## config.mk

```make
export PLATFORM = sky130hd
export DESIGN_NAME = div_bcd_formatter
export DESIGN_NICKNAME = d
export VERILOG_FILES = /design/src/rtl/div_bcd_formatter.sv
export SDC_FILE = /design/constraint.sdc
export NUM_CORES = 1
export LEC_CHECK = 0
export CAP_MARGIN = 10
export CORE_ASPECT_RATIO = 1.2
export CORE_MARGIN = 2
export CORE_UTILIZATION = 50
export CTS_CLUSTER_SIZE = 8
export DETAILED_ROUTE_END_ITERATION = 12
export PLACE_DENSITY = 0.85
export SLEW_MARGIN = 20
export SYNTH_ARGS = -nofsm -noshare
export SYNTH_HDL_FRONTEND = slang
export SYNTH_SLANG_ARGS = --single-unit
export TNS_END_PERCENT = 5
```

## constraint.sdc

```tcl
create_clock -name clk -period 2 [get_ports clk]
set_input_delay 0.4 -clock clk [delete_from_list [all_inputs] [get_ports clk]]
set_output_delay 0.4 -clock clk [all_outputs]
set_load 0.005 [all_outputs]
```

## src/rtl/div_bcd_formatter.sv

```systemverilog
// Sequential binary-to-BCD formatter for the divider's quotient/remainder pair.
// Both operands run double dabble in lockstep, one bit per cycle, then hold until consumed.
module div_bcd_formatter #(
  parameter int unsigned W = 8
) (
  input  logic          clk,
  input  logic          rst_n,
  input  logic          in_valid,
  output logic          in_ready,
  input  logic [W-1:0]  quotient,
  input  logic [W-1:0]  remainder,
  output logic          out_valid,
  input  logic          out_ready,
  output logic [11:0]   q_bcd,
  output logic [11:0]   r_bcd
);

  typedef enum logic [1:0] {
    StIdle,
    StConvert,
    StDone
  } state_e;

  localparam logic [W-1:0] LastCnt = W'(W - 1);
  localparam logic [W-1:0] CntOne  = W'(1);

  state_e        state_q, state_d;
  logic [W-1:0]  q_sh_q, q_sh_d;
  logic [W-1:0]  r_sh_q, r_sh_d;
  logic [11:0]   q_scr_q, q_scr_d;
  logic [11:0]   r_scr_q, r_scr_d;
  logic [W-1:0]  cnt_q, cnt_d;
  logic [11:0]   q_bcd_q, q_bcd_d;
  logic [11:0]   r_bcd_q, r_bcd_d;

  logic [12+W-1:0] q_step;
  logic [12+W-1:0] r_step;

  // One double-dabble iteration: add 3 to every nibble >= 5, then shift {bcd, bin} left.
  function automatic logic [12+W-1:0] dd_step(input logic [11:0] bcd, input logic [W-1:0] bin);
    logic [11:0] adj;
    logic [3:0]  nib;
    adj = '0;
    for (int i = 0; i < 3; i++) begin
      nib = bcd[4*i +: 4];
      adj[4*i +: 4] = (nib >= 4'd5) ? nib + 4'd3 : nib;
    end
    return {adj, bin} << 1;
  endfunction

  always_comb begin
    state_d = state_q;
    q_sh_d  = q_sh_q;
    r_sh_d  = r_sh_q;
    q_scr_d = q_scr_q;
    r_scr_d = r_scr_q;
    cnt_d   = cnt_q;
    q_bcd_d = q_bcd_q;
    r_bcd_d = r_bcd_q;
    q_step  = dd_step(q_scr_q, q_sh_q);
    r_step  = dd_step(r_scr_q, r_sh_q);

    unique case (state_q)
      StIdle: begin
        if (in_valid) begin
          q_sh_d  = quotient;
          r_sh_d  = remainder;
          q_scr_d = '0;
          r_scr_d = '0;
          cnt_d   = '0;
          state_d = StConvert;
        end
      end
      StConvert: begin
        q_scr_d = q_step[12+W-1:W];
        q_sh_d  = q_step[W-1:0];
        r_scr_d = r_step[12+W-1:W];
        r_sh_d  = r_step[W-1:0];
        cnt_d   = cnt_q + CntOne;
        if (cnt_q == LastCnt) begin
          q_bcd_d = q_step[12+W-1:W];
          r_bcd_d = r_step[12+W-1:W];
          state_d = StDone;
        end
      end
      StDone: begin
        if (out_ready) begin
          state_d = StIdle;
        end
      end
      default: state_d = StIdle;
    endcase
  end

  always_ff @(posedge clk or negedge rst_n) begin
    if (!rst_n) begin
      state_q <= StIdle;
      q_sh_q  <= '0;
      r_sh_q  <= '0;
      q_scr_q <= '0;
      r_scr_q <= '0;
      cnt_q   <= '0;
      q_bcd_q <= '0;
      r_bcd_q <= '0;
    end else begin
      state_q <= state_d;
      q_sh_q  <= q_sh_d;
      r_sh_q  <= r_sh_d;
      q_scr_q <= q_scr_d;
      r_scr_q <= r_scr_d;
      cnt_q   <= cnt_d;
      q_bcd_q <= q_bcd_d;
      r_bcd_q <= r_bcd_d;
    end
  end

  // Handshake outputs decode registered state only.
  assign in_ready  = (state_q == StIdle);
  assign out_valid = (state_q == StDone);
  assign q_bcd     = q_bcd_q;
  assign r_bcd     = r_bcd_q;

endmodule

```

==> qor.csv <==
metric;value;unit
totalWireLength;7060;µm
drt.antenna.violating_nets;0;
layoutNonFillerInstCount;475;
net-switching-power;2.33;mW
power_leakage;1.90;nW
cp_slowest_cell;or4_4;
tightest_slew;0.385;ns
die_h;95.8;µm
ys_seq_elements;74;
synth_compound_area_frac;0.199;
coreArea;6810;µm²
first_pass_iters;4;
hold_slack;0.0679;ns
seq_area_frac_synth;0.527;
max_freq;0.521;GHz
cts_hold_buffers;0;
initial_core_util;0.515;
grt_max_degree;75;
cts_resized;0;
cts_tree;built;
synthMuxAreaShare;0.0592;
wl_per_cell;14.9;µm
final_common_cell;dfrtp_1;
syn_inst;330;
final_nets;416;
pre_cts_slack;0.0758;ns
dp_hpwl;4850;µm
min_period;1.92;ns
synthXorXnorAreaFrac;0.0150;
synth_fa_ha_area_frac;0.0463;
grt_pass1_vias;2690;
design_area;4360;µm²
hold_path_class;input port to async pin;
clkLatencyLatePin;0.34;ns
grt_usage;0.204;
switching_share;0.355;
critPathKind;flop to flop;
antenna_found_initial;0;
overflow;0;
clockBufferDepth;2;
drt_iter0_markers;193;
arrival;2.14;ns
fin_skew;0.00960;ns
syn_to_final_growth;24.1;%
required;2.22;ns
grt_pass1_wl;12100;µm
critPathBufInv;1;
seqPwrFrac;0.395;
drc_errors;0;
final_cell_mix;dfrtp_1, clkdlybuf4s50_1, a21oi_1, o21ai_0, nor2b_1;
combinationalPowerShare;0.428;
crit_chain;or4_4, nor4_4, buf_12, mux2_1;
place.gp.congestion;0.800;
utilization;0.639;
startpoint_type;flop;
cts_root_buf;clkbuf_8;
power.density;1500;nW/µm²
clk_pin_slew;0.08;ns
max-vdd-ir-drop;0.708;mV
ioPinCount;46;
clkPwrFrac;0.177;
critical_path.max_stage_delay;0.57;ns
yosysWarnings;0;
synthSimpleGateAreaFrac;0.117;
cpLargestDelayFamily;simple AND/OR/NAND/NOR gates;
vias_per_cell;5.66;
maxCapViolations;0;
die_w;80.5;µm
synthesis.nets;363;
end_kind;flop;
synth_area;3510;µm²
avgSynthCellArea;10.6;µm²
synth_cell_type_count;31;
synth_top_family_by_area;compound AO/OA/AOI/OAI gates;
setup_viol;0;
worst-path-max-fanout;32;
drive_gt1_frac;0.119;
dpl.cell_count;459;
drv_slew;0;
dieArea;7710;µm²
h-tree-depth;3;
fin_crit_sh;0.960;
antenna_cells;0;
rsz0062_at_grt;yes;
setup_ws;0.0800;ns
p_int;4.22;mW
clkSinkCount;74;
post_cts_buffers;0;
route.vias.total;2690;
port_buffers;45;
relSlewSlack;0.744;
status;completed;
cts_made_buffers;9;
dpl_cell_area;4140;µm²
final_hold_viol_count;0;
core.rowCount;33;
## registers in the layout, indices dropped and copies added, names as in the netlist
name and cells:
state_q 2, r_bcd 12, q_scr_q 12, r_sh_q 8
r_scr_q 12, q_sh_q 8, q_bcd 12, cnt_q 8
## power groups by stage
stage | Sequential, mW | Combinational, mW | Clock [mW]
floorplan | 2.51 | 1.76 | 0
global placement | 2.57 | 2.67 | 0
detailed placement | 2.60 | 2.80 | 0
CTS | 2.58 | 2.82 | 1.18
global route | 2.66 | 3.17 | 1.26
finish | 2.58 | 2.81 | 1.16
## cells by family (layout without fill, tap and decap cells)
family | after synthesis | count (layout)
XOR/XNOR | 6 | 6
buffers and inverters | 30 | 88
flip-flops | 74 | 74
AO/OA/AOI/OAI | 116 | 116
adder cells (fa/ha/maj) | 13 | 13
AND/OR/NAND/NOR | 72 | 72
multiplexers | 19 | 19
## final timing paths
kind	from	end	slack (ns)	cells past startpoint
setup / recovery	cnt_q[5]	q_bcd[5]	0.08	4
min in group clk	q_bcd[9]	q_bcd[9]	0.51	1
setup reg to reg	cnt_q[5]	q_bcd[5]	0.08	4
hold / removal	rst_n	r_scr_q[10]	0.07	2
hold reg to reg	q_bcd[9]	q_bcd[9]	0.51	1
max in group asynchronous	rst_n	q_sh_q[3]	1.62	2
## through the flow
step	total power [mW]	TNS, ns
2_1_floorplan	4.27	0
3_3_place_gp	5.24	0
3_5_place_dp	5.41	0
4_1_cts	6.58	0
5_1_grt	7.08	-0.0154
6_report	6.55	0
## routing by layer
layer | track usage | up-vias | part of all wire
met5 | 0 | - | 0
met4 | 0.107 | 0 | 0.021
met3 | 0.0300 | 14 | 0.040
met2 | 0.358 | 61 | 0.53
met1 | 0.242 | 1327 | 0.41
li1 | - | 1288 | -
## area by class of cell
type                    count  area (µm²)
clock inverters             5        52.6
inverters                  13        48.8
well taps                  87         109
fillers                   549        2460
clock buffers              11         151
repair buffers             59         594
flip-flops and latches     74        1850
multi-input cells         226        1550
## Yosys cell counts
cell type	instances	area, µm²
o41ai_1	1	8.76
nor4_4	1	21.3
nand3_1	2	10.0
mux2i_1	5	50.1
buf_4	2	15.0
inv_1	13	48.8
o31ai_1	2	15.0
nand2_1	15	56.3
o21bai_1	1	7.51
mux2_1	6	67.6
nor3_1	1	5.00
o211ai_1	2	15.0
clkbuf_1	14	52.6
a22oi_1	14	105
nand2b_1	8	50.1
o21ai_0	36	180
or4_4	1	11.3
nor2b_1	18	113
o311ai_0	1	8.76
dfrtp_1	74	1850
ha_1	13	163
xnor2_1	6	52.6
nor3b_1	10	75.1
nand4_1	3	18.8
mux2_2	8	90.1
a21oi_1	41	205
a31oi_1	1	6.26
a21o_1	1	7.51
nor2_1	13	48.8
a22o_1	16	140
buf_6	1	11.3
Note: power is estimated with default switching activity, not from simulation.
